[src/rtl/timer_pkg.sv]
// Shared definitions for the 8-bit timer blocks.
//
// Contents:
//   DIV_W, SEL_W  default divider width and select width for clk_ena_gen
//   div_sel_e     encoded divider selects, shared with the timer
//                 control-register decode
package timer_pkg;

    localparam int DIV_W = 4;
    localparam int SEL_W = 2;

    typedef enum logic [SEL_W-1:0] {
        SEL_DIV2  = 2'd0,
        SEL_DIV4  = 2'd1,
        SEL_DIV8  = 2'd2,
        SEL_DIV16 = 2'd3
    } div_sel_e;

endpackage : timer_pkg

[src/rtl/rise_detect.sv]
// Registered rising-edge detector for the divider tap.
// Emits a one-cycle pulse in the cycle after the tap is seen going 0 -> 1.
//
// Ports:
//   clk    in   system clock
//   rst    in   asynchronous active-high reset
//   clr    in   synchronous clear of history and pulse (divider restart)
//   hold   in   freeze history; pulse is forced low while held
//   tap    in   selected divider bit
//   pulse  out  registered one-cycle strobe
module rise_detect (
    input  logic clk,
    input  logic rst,
    input  logic clr,
    input  logic hold,
    input  logic tap,
    output logic pulse
);

    logic tap_d1_q, tap_d1_d;
    logic pulse_q, pulse_d;

    always_comb begin
        tap_d1_d = tap_d1_q;
        pulse_d  = 1'b0;
        if (clr) begin
            tap_d1_d = 1'b0;
        end else if (!hold) begin
            tap_d1_d = tap;
            pulse_d  = tap & ~tap_d1_q;
        end
        // While held the history is kept, so a tap rise that happened just
        // before the freeze is still detected once the divider resumes.
    end

    always_ff @(posedge clk or posedge rst) begin
        if (rst) begin
            tap_d1_q <= 1'b0;
            pulse_q  <= 1'b0;
        end else begin
            tap_d1_q <= tap_d1_d;
            pulse_q  <= pulse_d;
        end
    end

    assign pulse = pulse_q;

endmodule : rise_detect

[src/rtl/clk_ena_gen.sv]
// Clock-enable generator for the 8-bit timer.
// Divides clk by 2^(k+1) (k = selected tap) and produces a one-cycle
// clk_ena strobe per divided period. Select changes and restarts reset the
// divider phase so no runt or double strobe can appear.
//
// Ports:
//   clk      in   system clock
//   rst      in   asynchronous active-high reset
//   enable   in   1 = divider runs, 0 = divider frozen (no strobes)
//   sel      in   tap select, division by 2^(sel+1); values >= DIV_W clamp
//   restart  in   one-cycle request to restart the divider phase
//   clk_ena  out  registered one-cycle strobe
//   div_cnt  out  current divider value (debug/status)
module clk_ena_gen
    import timer_pkg::*;
#(
    parameter int DIV_W_P = timer_pkg::DIV_W,
    parameter int SEL_W_P = timer_pkg::SEL_W
) (
    input  logic               clk,
    input  logic               rst,
    input  logic               enable,
    input  logic [SEL_W_P-1:0] sel,
    input  logic               restart,
    output logic               clk_ena,
    output logic [DIV_W_P-1:0] div_cnt
);

    if ((2 ** SEL_W_P) < DIV_W_P) begin : g_bad_param
        $error("clk_ena_gen: SEL_W_P too narrow for DIV_W_P taps");
    end

    logic [DIV_W_P-1:0] div_q, div_d;
    logic [SEL_W_P-1:0] sel_q, sel_d;
    logic [SEL_W_P-1:0] sel_idx;
    logic [DIV_W_P-1:0] tap_hit;
    logic               tap;
    logic               restart_evt;

    function automatic logic [SEL_W_P-1:0] clamp_sel(input logic [SEL_W_P-1:0] s);
        if (int'(s) >= DIV_W_P) begin
            return SEL_W_P'(DIV_W_P - 1);
        end
        return s;
    endfunction

    // A select change is treated exactly like an explicit restart, so the
    // new tap always starts from a clean phase.
    assign restart_evt = restart | (sel != sel_q);

    always_comb begin
        div_d = div_q;
        sel_d = sel_q;
        if (restart_evt) begin
            div_d = '0;
            sel_d = sel;
        end else if (enable) begin
            div_d = div_q + DIV_W_P'(1);
        end
    end

    always_ff @(posedge clk or posedge rst) begin
        if (rst) begin
            div_q <= '0;
            sel_q <= '0;
        end else begin
            div_q <= div_d;
            sel_q <= sel_d;
        end
    end

    // Tap mux: one-hot AND-OR over the divider bits.
    assign sel_idx = clamp_sel(sel_q);

    for (genvar gi = 0; gi < DIV_W_P; gi++) begin : g_tap
        assign tap_hit[gi] = (sel_idx == SEL_W_P'(gi)) & div_q[gi];
    end

    assign tap = |tap_hit;

    rise_detect u_rise_detect (
        .clk   (clk),
        .rst   (rst),
        .clr   (restart_evt),
        .hold  (~enable),
        .tap   (tap),
        .pulse (clk_ena)
    );

    assign div_cnt = div_q;

endmodule : clk_ena_gen

[config.mk]
export PLATFORM = sky130hd
export DESIGN_NAME = clk_ena_gen
export DESIGN_NICKNAME = d
export VERILOG_FILES = /design/src/rtl/timer_pkg.sv /design/src/rtl/rise_detect.sv /design/src/rtl/clk_ena_gen.sv
export SDC_FILE = /design/constraint.sdc
export NUM_CORES = 1
export LEC_CHECK = 0
export CAP_MARGIN = 20
export CORE_AREA = 2 2 41 43
export DETAILED_ROUTE_END_ITERATION = 7
export DIE_AREA = 0 0 43 45
export HOLD_SLACK_MARGIN = 0.06
export PLACE_DENSITY_LB_ADDON = 0.08
export SYNTH_ARGS = -nofsm -noshare
export SYNTH_HDL_FRONTEND = slang
export SYNTH_SLANG_ARGS = --single-unit
[constraint.sdc]
create_clock -name clk -period 2 [get_ports clk]
set_input_delay 0.3 -clock clk [delete_from_list [all_inputs] [get_ports clk]]
set_output_delay 0.3 -clock clk [all_outputs]
set_load 0.005 [all_outputs]
==> summary.md, run 1 <==
| Metric | Value |
|---|---|
| Hold Vio Cnt, Final | 0 |
| Root buffer cell | clkbuf_4 |
| Port buffer count | 10 |
| Die ar. | 1940 um2 |
| Max layer used | met3 |
| Gr usage total | 0.0817 |
| Hold-fix buffers, CTS | 0 |
| Setup crit end kind | primary output |
| CP Data Required Time | roughly 1.7 ns |
| Top Family by Delay on Critical Path | buffers and inverters |
| Worst slew pin tran | ~0.30 ns |
| Leak | ~0.22 nW |
| Seq/Total Area, Yosys | 0.518 |
| Clock Skews | 0.00193 ns |
| Worst-Skew Late Latency | 0.25 ns |
| Finish-stage setup viols | 0 |
| Drt pass-1 iters | 2 |
| YS warnings | 0 |
| First-pass GRT wire length | between 1000 and 1500 um |
| Vias/cell | 4.46 |
| Die Wd | 43 um |
| Share of cells above drive strength 1 | 0.125 |
| RSZ-0062 raised after global routing | no |
| CORE AREA | 1470 um2 |
| Initial Util | 0.263 |
| Slew Viols, Final | 0 |
| Worst setup path class | reg2out |
| # H-tree levels | 1 |
| Fin cells | 56 |
| Synthesized cell area | 387 um2 |
| Post-layout min period | 1.50 ns |
| HPWL after DPL | 471 um |
| Flop-to-flop setup slack | 0.60 ns |
| Number of synthesized register bits | 8 |
| Cts repair resizes | 0 |
| Syn Nets | 38 |
| Max Fclk | 665 MHz |
| Status | finished clean |
| Max Cap Viol | 0 |
| Postcts setup bufs | 0 |
| Cts bufs inserted | 3 |
| Placer Congestion | slightly below 0.7 |
| DR WL met3 | ~50 um |
| Crit path DAT | 1.20 ns |
| Area Overhead vs Synth | 30.7% |
| Power Density | 638 nW/um2 |
| FP Rows | 14 |
| Rel. slew slack | 0.800 |
| Number of remaining DRC errors | 0 |
| Antenna cells | 0 |
| Chip height | 45 um |
| Setup crit start kind | flip-flop |
| Via count | 250 |
| Clk sinks | 8 |
| Cells after synthesis | 31 |
| Critical Path, Cell by Cell | clkdlybuf4s50_1 |
| CTS tree | built |
| WP buf/inv | 1 |
| Total wire length | 641 um |
| Maximum vdd drop | about 0.26 mV |
| Met1 WL | around 300 um |
| ANT nets after route | 0 |
| Grt ovf | 0 |
| Wire length on met2 | 291 um |
| Clock transition at path regs | 0.06 ns |
| Final setup TNS | 0 ns |
| Number of distinct library cells after synthesis | 15 |
| CP Max Fanout | 5 |
| Longest Clk Path Bufs | 2 |
| DR WL/cell | 11.4 um |
| Number of global-route vias before repair | roughly 220 |
| CP max-delay cell | clkdlybuf4s50_1 |
| Final period utilization | 0.752 |
| Initial DRC Count | 3 |
| Largest net degree at the start of global routing | 9 |
| Syn Area/Cell | about 12 um2 |
| Total Nets Final | 49 |
| Hold crit path type | in2async |
| I/O Pins | 11 |
| Initial antenna violation count | 0 |
| Largest stage delay, worst path | 0.53 ns |
| Cell count after placement | 53 |
## placed cells by master, fill, tap and decap left out
| cell | n |
|---|---|
| clkbuf_4 | 3 |
| clkdlybuf4s50_1 | 10 |
| dfrtp_1 | 8 |
| ha_1 | 1 |
| inv_1 | 1 |
| mux2i_1 | 2 |
| mux4_2 | 1 |
| nand2_1 | 1 |
| nand4_1 | 1 |
| nor2_1 | 5 |
| nor4bb_4 | 1 |
| or3_1 | 1 |
| xnor2_1 | 1 |
| xor2_1 | 4 |
## metrics by stage
stage	cell area [um2]	hold WS, ns	power (mW)	util	worst slack (ns)
floorplan	387	0.116	0.191	-	0.689
global placement	483	0.474	0.201	0.328	0.253
detailed placement	483	0.483	0.202	0.328	0.237
CTS	505	0.300	0.331	0.344	0.469
global route	505	0.321	0.342	0.344	0.427
finish	505	0.292	0.323	0.344	0.497
## path summary, 6_finish.rpt
| check | start | cells past startpoint | end |
|---|---|---|---|
| max | div_cnt[0] | 1 | div_cnt[0] |
| min | rst | 2 | div_cnt[0] |
| max reg2reg | sel_idx[0] | 3 | u_rise_detect.pulse |
| min reg2reg | u_rise_detect.tap_d1_q | 1 | u_rise_detect.pulse |
| max in group asynchronous | rst | 2 | sel_idx[1] |
| min in group clk | u_rise_detect.tap_d1_q | 1 | u_rise_detect.pulse |
## synthesized netlist by cell type
cell type  number  share of area
or3_1           1          0.016
ha_1            1          0.032
nand4_1         1          0.016
nand2_1         1         0.0097
xor2_1          4          0.091
inv_1           1         0.0097
clkbuf_1        2          0.019
buf_2           1          0.013
mux4_2          1          0.058
nor4bb_4        1          0.065
xnor2_1         1          0.023
dfrtp_1         8           0.52
nor2_1          5          0.049
mux2i_1         2          0.052
buf_6           1          0.029
## worst register-to-register path, delay by kind of cell (launching register included)
family | cells | cell delay, ns
AND/OR/NAND/NOR | 2 | 0.77
flip-flops | 1 | 0.40
XOR/XNOR | 1 | 0.14
## sequential cells by signal, summed over array words and instances, names as in the netlist
signal                  flops
sel_idx                     2
u_rise_detect.tap_d1_q      1
u_rise_detect.pulse         1
div_cnt                     4
## power by group
group          switching (mW)  internal, mW
Combinational          0.0124        0.0177
Clock                  0.0552        0.0687
Sequential            0.00337         0.165
Total                  0.0710         0.252
## layout make-up
type,count,area [um2]
inverters,1,3.75
clock buffers,3,22.5
repair buffers,10,100
flip-flops and latches,8,200
multi-input cells,18,159
fillers,155,966
well taps,16,20.0
## layer usage
| layer | GRT usage | up-vias |
|---|---|---|
| li1 | - | 119 |
| met1 | 0.101 | 122 |
| met2 | 0.0970 | 9 |
| met3 | 0.0480 | 0 |
| met4 | 0.0727 | 0 |
| met5 | 0 | - |
## kinds of logic (layout without fill, tap and decap cells)
| family | count (synthesis) | after routing | synth area share |
|---|---|---|---|
| mux | 3 | 3 | 0.110 |
| simple gates | 9 | 9 | 0.155 |
| buf+inv | 5 | 14 | 0.0712 |
| xor+xnor | 5 | 5 | 0.113 |
| fa+ha+maj | 1 | 1 | 0.0324 |
| flops | 8 | 8 | 0.518 |
Power figures use the tool's default switching activity.
==> run 2: changes to the inputs <==
- clock period: 2 -> 1.3 ns (I/O delays scaled with it)
==> run 2 against run 1 <==
  * The flow now finishes with violations (setup timing)
  * Critical path depth rose by 3
  * Power grew 60%
  * Design area increased by 20%
  * Register-to-register slack worse by 0.61 ns
  * Setup slack lost 0.50 ns
  * Non-clock buffer count rose by 11
  * Critical path type is now reg2reg
  * Largest power group unchanged
  * Highest routed layer is now met4
==> summary.md, run 2 (synthesized netlist as in run 1, its figures left out) <==
| Metric | Value |
|---|---|
| CP Max Fanout | 3 (-2) |
| Post-layout min period | 1.31 ns |
| Clock transition at path regs | 0.06 ns (about the same) |
| Port buffer count | 10 (unchanged) |
| R2R Path Start | div_cnt[1] |
| First-pass GRT wire length | 1320 um (+28%) |
| Longest Clk Path Bufs | 2 (unchanged) |
| Root buffer cell | clkbuf_4 |
| Max Fclk | roughly 770 MHz |
| Gr usage total | 0.0976 (+0.0159) |
| Drt pass-1 iters | 4 (+2) |
| Power Density | 852 nW/um2 (+34%) |
| Worst Hold Slack | 0.101 ns (-0.191 ns) |
| Share of cells above drive strength 1 | 0.353 (+0.228) |
| Failing checks | setup timing |
| Finish-stage setup viols | 1 (+1) |
| Initial DRC Count | 4 (+1) |
| Hold Vio Cnt, Final | 0 (unchanged) |
| Max Cap Viol | 0 (unchanged) |
| Met2 GRT Util | 0.133 (+0.0364) |
| Largest stage delay, worst path | 0.46 ns (-0.07 ns) |
| Post-layout total power | 517 uW (+60%) |
| CP Data Required Time | 1.44 ns (-0.26 ns) |
| Total Nets Final | 60 (+22%) |
| Most common cell after layout, fill and taps aside | buf_4 |
| Via count | 296 (+18%) |
| Initial Util | 0.263 (unchanged) |
| Met3 usage | 0.0240 (-0.0240) |
| Total wire length | 757 um (+18%) |
| Final period utilization | 1.00 |
| Max reg flops | 4 (unchanged) |
| Clk sinks | 8 (unchanged) |
| # H-tree levels | 1 (unchanged) |
| Number of remaining DRC errors | 0 (unchanged) |
| Clock Skews | 0.00101 ns (-0.000928 ns) |
| Grt peak-use layer | met2 |
| Leak | 0.336 nW (+55%) |
| ANT nets after route | 0 (unchanged) |
| CTS tree | built |
| Worst setup path class | reg2reg |
| Chip height | 45 um (unchanged) |
| Setup crit end kind | flip-flop |
| Die ar. | 1940 um2 (unchanged) |
| CP max-delay cell | mux4_2 |
| Crit path DAT | 1.45 ns (+0.25 ns) |
| Highest-count cells in the layout ignoring fill and taps | buf_4, dfrtp_1, xor2_1, nor2_1, clkdlybuf4s50_1 |
| Slew Viols, Final | 0 (unchanged) |
| Cts bufs inserted | 3 (unchanged) |
| HPWL after DPL | 514 um (+9.2%) |
| Setup crit start kind | flip-flop |
| Initial antenna violation count | 0 (unchanged) |
| Hold-fix buffers, CTS | 0 (unchanged) |
| Grt ovf | 0 (unchanged) |
| Antenna cells | 0 (unchanged) |
| CORE AREA | 1470 um2 (unchanged) |
| Critical Path, Cell by Cell | buf_6 > mux4_2 > mux2i_1 > nor2_1 |
| Area Overhead vs Synth | 57.0% |
| RSZ-0062 raised after global routing | yes |
| Hold_sp | sel[0] |
| DR WL/cell | 11.3 um (-1.3%) |
| Final WS setup | -0.00600 ns (-0.503 ns) |
| Final core utilization | 0.412 (+0.0689) |
| Number of global-route vias before repair | 313 (+41%) |
| Status | finished with violations |
| Met1 Usage GRT | 0.126 (+0.0244) |
| Placer Congestion | 0.653 (-5.0%) |
| Rel. slew slack | 0.795 (-0.00523) |
| Worst slew pin tran | 0.307 ns (+0.00784 ns) |
| Die Wd | 43 um (unchanged) |
| Maximum vdd drop | 0.384 mV (+49%) |
| Worst-Skew Late Latency | 0.25 ns (about the same) |
| Hold crit path type | in2reg |
| WP buf/inv | 1 (unchanged) |
| Top Family by Delay on Critical Path | multiplexers |
| Largest net degree at the start of global routing | 9 (unchanged) |
| Setup crit start | div_cnt[1] |
| I/O Pins | 11 (unchanged) |
| Vias/cell | 4.42 (-1.0%) |
| FP Rows | 14 (unchanged) |
run 2: power by group:
group,internal [mW],leakage [nW],switching (mW)
Sequential,0.254,0.107,0.00336
Clock,0.106,0.0138,0.0877
Combinational,0.0412,0.216,0.0251
Total,0.401,0.336,0.116
run 2: layout make-up:
class                      instances  area [um2]
clock buffer                       3        22.5
fill                             157         865
inverter                           1        3.75
multi-input combinational         18         166
sequential                         8         200
tap                               16        20.0
timing repair buffer              21         194
run 2: per-stage QoR:
step / instance area (um2) / setup slack [ns] / setup TNS, ns / std cells
detailed placement: 513 / -0.266 / -1.53 / 57
global placement: 513 / -0.239 / -1.38 / 57
CTS: 567 / -0.00414 / -0.00414 / 64
global route: 607 / -0.0367 / -0.0367 / 67
finish: 607 / -0.00600 / -0.00600 / 67
floorplan: 387 / -0.0106 / -0.0106 / 31
run 2: worst paths after layout:
kind                                           to  slack [ns]  depth (start not counted)
max                        u_rise_detect.tap_d1_q      -0.006                          4
min                                    sel_idx[0]        0.10                          1
max reg2reg                u_rise_detect.tap_d1_q      -0.006                          4
min reg2reg                   u_rise_detect.pulse        0.48                          1
max in group asynchronous              sel_idx[1]        0.88                          2
min in group asynchronous              div_cnt[0]        0.19                          2
run 2: timing repair:
| item | CTS | global route |
|---|---|---|
| resized for setup | 4 | 6 |
| pin swaps | 0 | 1 |
| endpoints found under the setup margin | 7 | 7 |
| setup buffers | 4 | 4 |
run 2: routing by layer:
| layer | vias to the layer above | routed length (um) | part of all wire |
|---|---|---|---|
| li1 | 141 | - | - |
| met1 | 138 | 350 | 0.46 |
| met2 | 15 | 357 | 0.47 |
| met3 | 2 | 42 | 0.055 |
| met4 | 0 | 6 | 0.0079 |
| met5 | - | 0 | 0 |
